[src/rtl/lzc_word_tx_if.sv]
// Client-side operand/result handshake plus the word link toward the leading-zero counter.
interface lzc_word_tx_if #(
    parameter int unsigned width = 8,
    parameter int unsigned word  = 4
);
    localparam int unsigned OPW = width * word;
    localparam int unsigned ZW  = $clog2(OPW) + 1;

    // client side
    logic [OPW-1:0] in_data;
    logic           in_mode;
    logic           in_valid;
    logic           in_ready;
    logic [ZW-1:0]  res_zeros;
    logic           res_valid;
    logic           res_err;
    logic           busy;

    // counter side
    logic [width-1:0] data;
    logic             Ivalid;
    logic             mode;
    logic [ZW-1:0]    zeros;
    logic             Ovalid;

    // transmitter view
    modport slave (
        input  in_data, in_mode, in_valid, zeros, Ovalid,
        output in_ready, res_zeros, res_valid, res_err, busy, data, Ivalid, mode
    );

    // client / counter-model view
    modport master (
        output in_data, in_mode, in_valid, zeros, Ovalid,
        input  in_ready, res_zeros, res_valid, res_err, busy, data, Ivalid, mode
    );
endinterface

[src/rtl/lzc_word_tx.sv]
// Serialises one operand MSB-word-first to the leading-zero counter, waits for its
// count (with a watchdog) and hands the result back to the client as one pulse.
module lzc_word_tx #(
    parameter int unsigned width   = 8,
    parameter int unsigned word    = 4,
    parameter int unsigned TIMEOUT = 64
) (
    input  logic         clk,
    input  logic         rst,
    lzc_word_tx_if.slave bus
);
    localparam int unsigned OPW = width * word;
    localparam int unsigned KW  = (word > 1) ? $clog2(word) : 1;
    localparam int unsigned CW  = (TIMEOUT > 1) ? $clog2(TIMEOUT) : 1;
    localparam logic [KW-1:0] K_LAST = KW'(word - 1);
    localparam logic [CW-1:0] C_LAST = CW'(TIMEOUT - 1);

    typedef enum logic [1:0] {IDLE, SEND, WAIT, DONE} state_t;

    state_t         state;
    logic [OPW-1:0] shreg;   // remaining words, next one at the top
    logic [KW-1:0]  k;       // index of the word currently on the link
    logic [CW-1:0]  cnt;     // cycles spent in WAIT

    assign bus.in_ready = (state == IDLE);

    // Transaction FSM; every output toward client and counter is a register here.
    always_ff @(posedge clk or posedge rst) begin
        if (rst) begin
            state         <= IDLE;
            shreg         <= '0;
            k             <= '0;
            cnt           <= '0;
            bus.data      <= '0;
            bus.Ivalid    <= 1'b0;
            bus.mode      <= 1'b0;
            bus.res_zeros <= '0;
            bus.res_valid <= 1'b0;
            bus.res_err   <= 1'b0;
            bus.busy      <= 1'b0;
        end else begin
            case (state)
                IDLE: begin
                    if (bus.in_valid) begin
                        // first word goes out straight away; the rest wait in shreg
                        bus.data   <= bus.in_data[OPW-1 -: width];
                        bus.Ivalid <= 1'b1;
                        bus.mode   <= bus.in_mode;
                        bus.busy   <= 1'b1;
                        shreg      <= bus.in_data << width;
                        k          <= '0;
                        state      <= SEND;
                    end
                end
                SEND: begin
                    if (k != K_LAST) begin
                        bus.data <= shreg[OPW-1 -: width];
                        shreg    <= shreg << width;
                        k        <= k + KW'(1);
                    end else begin
                        // last word on the link: the counter may already answer
                        bus.data   <= '0;
                        bus.Ivalid <= 1'b0;
                        cnt        <= '0;
                        if (bus.Ovalid) begin
                            bus.res_zeros <= bus.zeros;
                            bus.res_err   <= 1'b0;
                            bus.res_valid <= 1'b1;
                            state         <= DONE;
                        end else begin
                            state <= WAIT;
                        end
                    end
                end
                WAIT: begin
                    // a real count takes priority over an expiring watchdog
                    if (bus.Ovalid) begin
                        bus.res_zeros <= bus.zeros;
                        bus.res_err   <= 1'b0;
                        bus.res_valid <= 1'b1;
                        state         <= DONE;
                    end else if (cnt == C_LAST) begin
                        bus.res_zeros <= '0;
                        bus.res_err   <= 1'b1;
                        bus.res_valid <= 1'b1;
                        state         <= DONE;
                    end else begin
                        cnt <= cnt + CW'(1);
                    end
                end
                DONE: begin
                    bus.res_valid <= 1'b0;
                    bus.busy      <= 1'b0;
                    state         <= IDLE;
                end
                default: state <= IDLE;
            endcase
        end
    end
endmodule

[src/flat_wrapper.sv]
// flat-port wrapper written by rule: the top's interface ports become plain ports
module lzc_word_tx_flat 
#(
    parameter int unsigned width   = 8,
    parameter int unsigned word    = 4,
    parameter int unsigned TIMEOUT = 64
)
  (clk, rst, bus_in_data, bus_in_mode, bus_in_valid, bus_zeros, bus_Ovalid, bus_in_ready, bus_res_zeros, bus_res_valid, bus_res_err, bus_busy, bus_data, bus_Ivalid, bus_mode);
  lzc_word_tx_if #(.width(width), .word(word)) bus_i ();
  input  logic clk;
  input  logic rst;
  input wire logic [$bits(bus_i.in_data)-1:0] bus_in_data;
  input wire logic [$bits(bus_i.in_mode)-1:0] bus_in_mode;
  input wire logic [$bits(bus_i.in_valid)-1:0] bus_in_valid;
  input wire logic [$bits(bus_i.zeros)-1:0] bus_zeros;
  input wire logic [$bits(bus_i.Ovalid)-1:0] bus_Ovalid;
  output wire logic [$bits(bus_i.in_ready)-1:0] bus_in_ready;
  output wire logic [$bits(bus_i.res_zeros)-1:0] bus_res_zeros;
  output wire logic [$bits(bus_i.res_valid)-1:0] bus_res_valid;
  output wire logic [$bits(bus_i.res_err)-1:0] bus_res_err;
  output wire logic [$bits(bus_i.busy)-1:0] bus_busy;
  output wire logic [$bits(bus_i.data)-1:0] bus_data;
  output wire logic [$bits(bus_i.Ivalid)-1:0] bus_Ivalid;
  output wire logic [$bits(bus_i.mode)-1:0] bus_mode;
  assign bus_i.in_data = bus_in_data;
  assign bus_i.in_mode = bus_in_mode;
  assign bus_i.in_valid = bus_in_valid;
  assign bus_i.zeros = bus_zeros;
  assign bus_i.Ovalid = bus_Ovalid;
  assign bus_in_ready = bus_i.in_ready;
  assign bus_res_zeros = bus_i.res_zeros;
  assign bus_res_valid = bus_i.res_valid;
  assign bus_res_err = bus_i.res_err;
  assign bus_busy = bus_i.busy;
  assign bus_data = bus_i.data;
  assign bus_Ivalid = bus_i.Ivalid;
  assign bus_mode = bus_i.mode;
  lzc_word_tx #(.width(width), .word(word), .TIMEOUT(TIMEOUT)) u_core (.clk(clk), .rst(rst), .bus(bus_i));
endmodule
[config.mk]
export PLATFORM = sky130hd
export DESIGN_NAME = lzc_word_tx_flat
export DESIGN_NICKNAME = d
export VERILOG_FILES = /design/src/rtl/lzc_word_tx_if.sv /design/src/rtl/lzc_word_tx.sv /design/src/flat_wrapper.sv
export SDC_FILE = /design/constraint.sdc
export NUM_CORES = 1
export LEC_CHECK = 0
export ABC_AREA = 1
export BUFFER_PORTS_ARGS = -buffer_cell sky130_fd_sc_hd__buf_2
export CAP_MARGIN = 10
export CORE_ASPECT_RATIO = 0.8
export CORE_MARGIN = 4
export CORE_UTILIZATION = 58
export DETAILED_ROUTE_END_ITERATION = 10
export HOLD_SLACK_MARGIN = 0.02
export PLACE_DENSITY = 0.85
export SLEW_MARGIN = 30
export SYNTH_ARGS = -nofsm -noshare
export SYNTH_HDL_FRONTEND = slang
export SYNTH_SLANG_ARGS = --single-unit
[constraint.sdc]
create_clock -name clk -period 4.95 [get_ports clk]
set_input_delay 0.2475 -clock clk [delete_from_list [all_inputs] [get_ports clk]]
set_output_delay 0.2475 -clock clk [all_outputs]
set_load 0.01 [all_outputs]
# Word level (Yosys, flattened, before mapping)
# Index checks and enable logic that the tools add are counted.
[word_totals]
elab_cells = 76
out_inout_bits = 20
regBits = 61
[op_classes]
add_sub_neg = 2
reduce_logical = 14
eq_ne = 12
mux = 37
[ops]
columns = ["cell", "n"]
rows = [
  ["32-bit 2-to-1 mux", 2],
  ["32-bit case mux with 2 select lines", 1],
  ["6-bit 2-to-1 mux", 7],
  ["6-bit case mux with 2 select lines", 2],
  ["8-bit 2-to-1 mux", 2],
  ["8-bit case mux with 2 select lines", 1],
  ["2-bit 2-to-1 mux", 6],
  ["2-bit != test (second input constant)", 6],
  ["4-bit AND reduction", 3],
  ["1-bit 2-to-1 mux", 10],
  ["3-bit AND reduction", 3],
  ["2-bit case mux with 4 select lines", 1],
  ["6-bit by 1-bit adder with 6-bit output (second input constant)", 1],
  ["6-bit == test (second input constant)", 1],
  ["1-bit case mux with 2 select lines", 3],
  ["2-bit AND reduction", 3],
  ["2-bit nonzero test", 3],
  ["2-bit == test (second input constant)", 2],
  ["2-bit case mux with 2 select lines", 1],
  ["3-bit by 2-bit != test with 1-bit output (second input constant)", 1],
  ["1-bit case mux with 3 select lines", 1],
  ["3-bit nonzero test", 1],
  ["2-bit by 1-bit adder with 2-bit output (second input constant)", 1],
  ["2-bit by 1-bit == test with 1-bit output (second input constant)", 1],
  ["other kinds (2)", 2],
]

# Longest topological paths before layout
[logic_depth]
ltp_word = 4
depth_mapped = 10
depth_no_buf = 8

# Worst setup path after synthesis
# No wires, ideal clock.
[synth_timing]
path_type = "register -> register"
startpoint = "register u_core.state[0]"
endpoint = "register u_core.shreg[10]"
setup_ns = 0.066
n_path_buf = 2
arrival_ns = 1.540
path_stages_with_launch = 10
slack_ns = 3.344
path_cell_list = "dfrtp_1 -> inv_1 -> ha_1 -> nand2_1 -> inv_1 -> a21oi_2 -> buf_4 -> buf_2 -> o21ai_0 -> nand2_1"
[synth_via]
elab_chain_cells = 3
elab_cells_between_ends = 7
[synth_lines]
columns = ["item", "line_no", "text"]
rows = [
  ["from (decl)", "lzc_word_tx.sv:20", "state_t state;"],
  ["from (signal assigned)", "lzc_word_tx.sv:30", "state <= IDLE;"],
  ["from (signal assigned)", "lzc_word_tx.sv:52", "state <= SEND;"],
  ["from (signal assigned)", "lzc_word_tx.sv:69", "state <= DONE;"],
  ["2-bit zero test (*)", "n/a", ""],
  ["net bus_in_ready", "flat_wrapper.sv:17", "output wire logic [$bits(bus_i.in_ready)-1:0] bus_in_ready;"],
  ["2-bit != test (no source line) or 2-bit nonzero test (tied branches)", "n/a", ""],
  ["3-bit AND reduction (no source line)", "n/a", ""],
  ["to (signal assigned)", "lzc_word_tx.sv:50", "shreg <= bus.in_data << width;"],
  ["to (signal assigned)", "lzc_word_tx.sv:58", "shreg <= shreg << width;"],
  ["to (decl)", "lzc_word_tx.sv:21", "logic [OPW-1:0] shreg;"],
]
# Mark *: on every way through the listed nets, which the timed path passes. The rest lies on a longest branch.
# A chain may end at the register's enable or synchronous reset.

# Worst setup path after layout
[layout_timing]
startpoint = "register u_core.state[1]"
endpoint = "register u_core.bus.Ivalid"
[layout_via]
elab_chain_cells = 3
elab_cells_between_ends = 7
[layout_lines]
columns = ["item", "line_no", "text"]
rows = [
  ["2-bit by 1-bit == test with 1-bit output or 2-bit zero test (tied branches)", "lzc_word_tx.sv:42", "case (state)"],
  ["2-bit != test (no source line) or 2-bit nonzero test (tied branches)", "n/a", ""],
  ["3-bit AND reduction (no source line)", "n/a", ""],
  ["to (signal assigned)", "lzc_word_tx.sv:35", "bus.Ivalid <= 1'b0;"],
  ["to (signal assigned)", "lzc_word_tx.sv:47", "bus.Ivalid <= 1'b1;"],
  ["to (signal assigned)", "lzc_word_tx.sv:63", "bus.Ivalid <= 1'b0;"],
  ["to (decl)", "lzc_word_tx_if.sv:29", "output in_ready, res_zeros, res_valid, res_err, busy, data, Ivalid, mode"],
]
# Parallel ways exist; a longest one is shown, timed or not.

==> flow_summary.ini <==
[clocking]
clock-sinks = 53
postCtsHoldBufs = 0
insertion_delay_ns = 0.30
cts_resized = 0
cts.clk_slew.worst_paths_ns = 0.09
ctsHtreeMaxLevel = 2
root_buffer = clkbuf_8
post-cts-setup-buffer-count = 0
cts.path.max_buffers = 2
numCtsBuffers = 5
cts_tree = done

[routing]
wl_met2_um = 2760
firstDrtPassIters = 4
drc = 0
wire_per_inst_um = 13.2
wl_met3_um = 390
wirelength_um = 5970
routed.top_layer = met4
vias_per_cell = 5.32
drt_iter0_markers = 181
wl_met1_um = 2700
postRouteAntennaNets = 0
vias = 2404

[grt]
grt_overflow_total = 0
first_global_vias = 2314
grt.total_usage_pct = 21.8
grt_pass1_wl_um = 10500
grt_max_degree = 54
antenna_found_initial = 0

[synthesis]
synth_top_area_share_pct = 48.9
syn-instance-count = 343
synth_area_um2 = 2710
yosysSeqAreaShare_pct = 48.9
yosys_warnings = 0
synth.distinct_cells = 25
ys_top_cells_by_area = dfrtp_1, nand2_1, o21ai_0, a21oi_1, nand3_1
ys_async_sr_fraction_pct = 100
synthTopCellsByCount = nand2_1, dfrtp_1, o21ai_0
synth_fp_nets = 392
ys.flop_type = dfrtp_1
ys_seq_elements = 53
synth.largest_area_cell = dfrtp_1
syn_area_per_cell_um2 = 7.90
yosysMostFrequentCell = nand2_1
synth-edff-count = 0

[critical_path]
critical_path_arrival_ns = 3.08
worstPathMaxFanout = 38
rr_worst_depth = 6
worstSetupPathType = reg -> reg
crit_path_start_kind = register
crit_required_ns = 5.16
r2r_slack_ns = 2.08
r2r_start = u_core.state[1]
r2r-end = u_core.bus.Ivalid
cp-end-kind = register

[power]
power.density_nw_per_um2 = 619
power_w = 0.00193
vdd_drop_max_mv = 0.380
leakagePower_nw = 1.66

[sta]
rsz0062_at_grt = no
maxSlewViolCount = 0
fin_tns_setup_ns = 0
worst_slew_pin_slew_ns = 0.819
fmax_mhz = 349
final-setup-viol-count = 0
period_share_pct = 58.0
max-slew-margin-rel_pct = 45.4
hold_viol = 0
period_needed_ns = 2.87
worst_hold_slack_ns = 0.0288
final.setup_skew_ns = 0.00511

[placement]
portBuffers = 62
dpl.hpwl_um = 4100
place.gp.congestion = 0.763

[die]
dieArea_um2 = 5840
rows = 21
dieHeight_um = 69.2
design.core.area_um2 = 4340
start_util_pct = 62.5
die_w_um = 84.4
io_pins = 63

[hold_path]
hold_class = in -> async

[outcome]
status = complete, no violations

[job]
maxCapViolCount = 0

[layout]
drive_above_1_share_pct = 22.0
syn_to_final_growth_pct = 14.8
finish.net_count = 443
antenna_cells = 0
==> through the flow <==
step | instance area (um^2) | std cells | setup WS, ns | utilization [%]
floorplan | 2710 | 343 | 3.34 | -
global placement | 2990 | 444 | 2.37 | 68.9
detailed placement | 3000 | 444 | 2.19 | 69.1
CTS | 3110 | 452 | 2.10 | 71.8
global route | 3110 | 452 | 1.79 | 71.8
finish | 3110 | 452 | 2.08 | 71.8
==> how the worst max path moves through the flow <==
stage | from | end | slack, ns | depth (start not counted)
6_report | u_core.state[1] | u_core.bus.Ivalid | 2.08 | 6
5_1_grt | u_core.state[1] | u_core.bus.Ivalid | 1.79 | 6
4_1_cts | u_core.state[1] | u_core.bus.Ivalid | 2.10 | 6
3_5_place_dp | u_core.state[1] | u_core.bus.res_valid | 2.19 | 7
3_3_place_gp | u_core.state[1] | u_core.bus.res_valid | 2.37 | 7
2_1_floorplan | u_core.state[0] | u_core.shreg[10] | 3.34 | 9
==> metal layers <==
metal  global-route usage [%]  vias up
met5                        0        -
met4                     6.85        0
met3                     4.76       13
met2                     34.5       86
met1                     30.1     1107
li1                         -     1198
==> worst max-delay path: stages (launching register included) <==
cell and delay (ns):
dfrtp_1 0.43, inv_1 0.12, ha_1 0.70, inv_2 0.48, nor2_1 0.68, o21ai_0 0.22, o21ai_0 0.14
==> kinds of logic (layout without fill, tap and decap cells) <==
family	count (synthesis)	in the layout	share of synthesized area, %
adders and majority gates	6	6	2.77
AOI/OAI and AO/OA	63	63	13.3
buffers and inverters	43	95	7.43
and+or+nand+nor	178	178	27.6
DFF	53	53	48.9
==> state kept, by name, summed over array words and instances, names as in the netlist <==
name	cells
u_core.bus.Ivalid	1
u_core.bus.busy	1
u_core.bus.data	8
u_core.bus.mode	1
u_core.bus.res_err	1
u_core.bus.res_valid	1
u_core.bus.res_zeros	6
u_core.cnt	6
u_core.k	2
u_core.shreg	24
u_core.state	2
==> where the power goes <==
group	leakage (nW)	internal [W]	switching, W
Sequential	0.661	0.000620	0.0000969
Combinational	0.945	0.000301	0.000608
Clock	0.0585	0.000165	0.000135
==> cells in the final DEF, fill, tap and decap left out, types with 5 or more instances in the layout <==
cell type | synthesis | layout
a21oi_1 | 21 | 21
buf_2 | 5 | 62
clkbuf_8 | 0 | 6
dfrtp_1 | 53 | 53
ha_1 | 6 | 6
inv_1 | 23 | 22
nand2_1 | 122 | 122
nand3_1 | 18 | 18
nand4_1 | 8 | 8
nor2_1 | 22 | 22
o21ai_0 | 28 | 28
o21ai_2 | 5 | 5
==> area by class of cell <==
cell class	count	area, um^2
multi-input combinational	247	1190
timing repair buffer	62	310
clock buffer	7	86.3
tap	57	71.3
fill	325	1220
inverter	25	96.3
clock inverter	1	30.0
sequential	53	1330
Note: power is estimated with default switching activity, not from simulation.
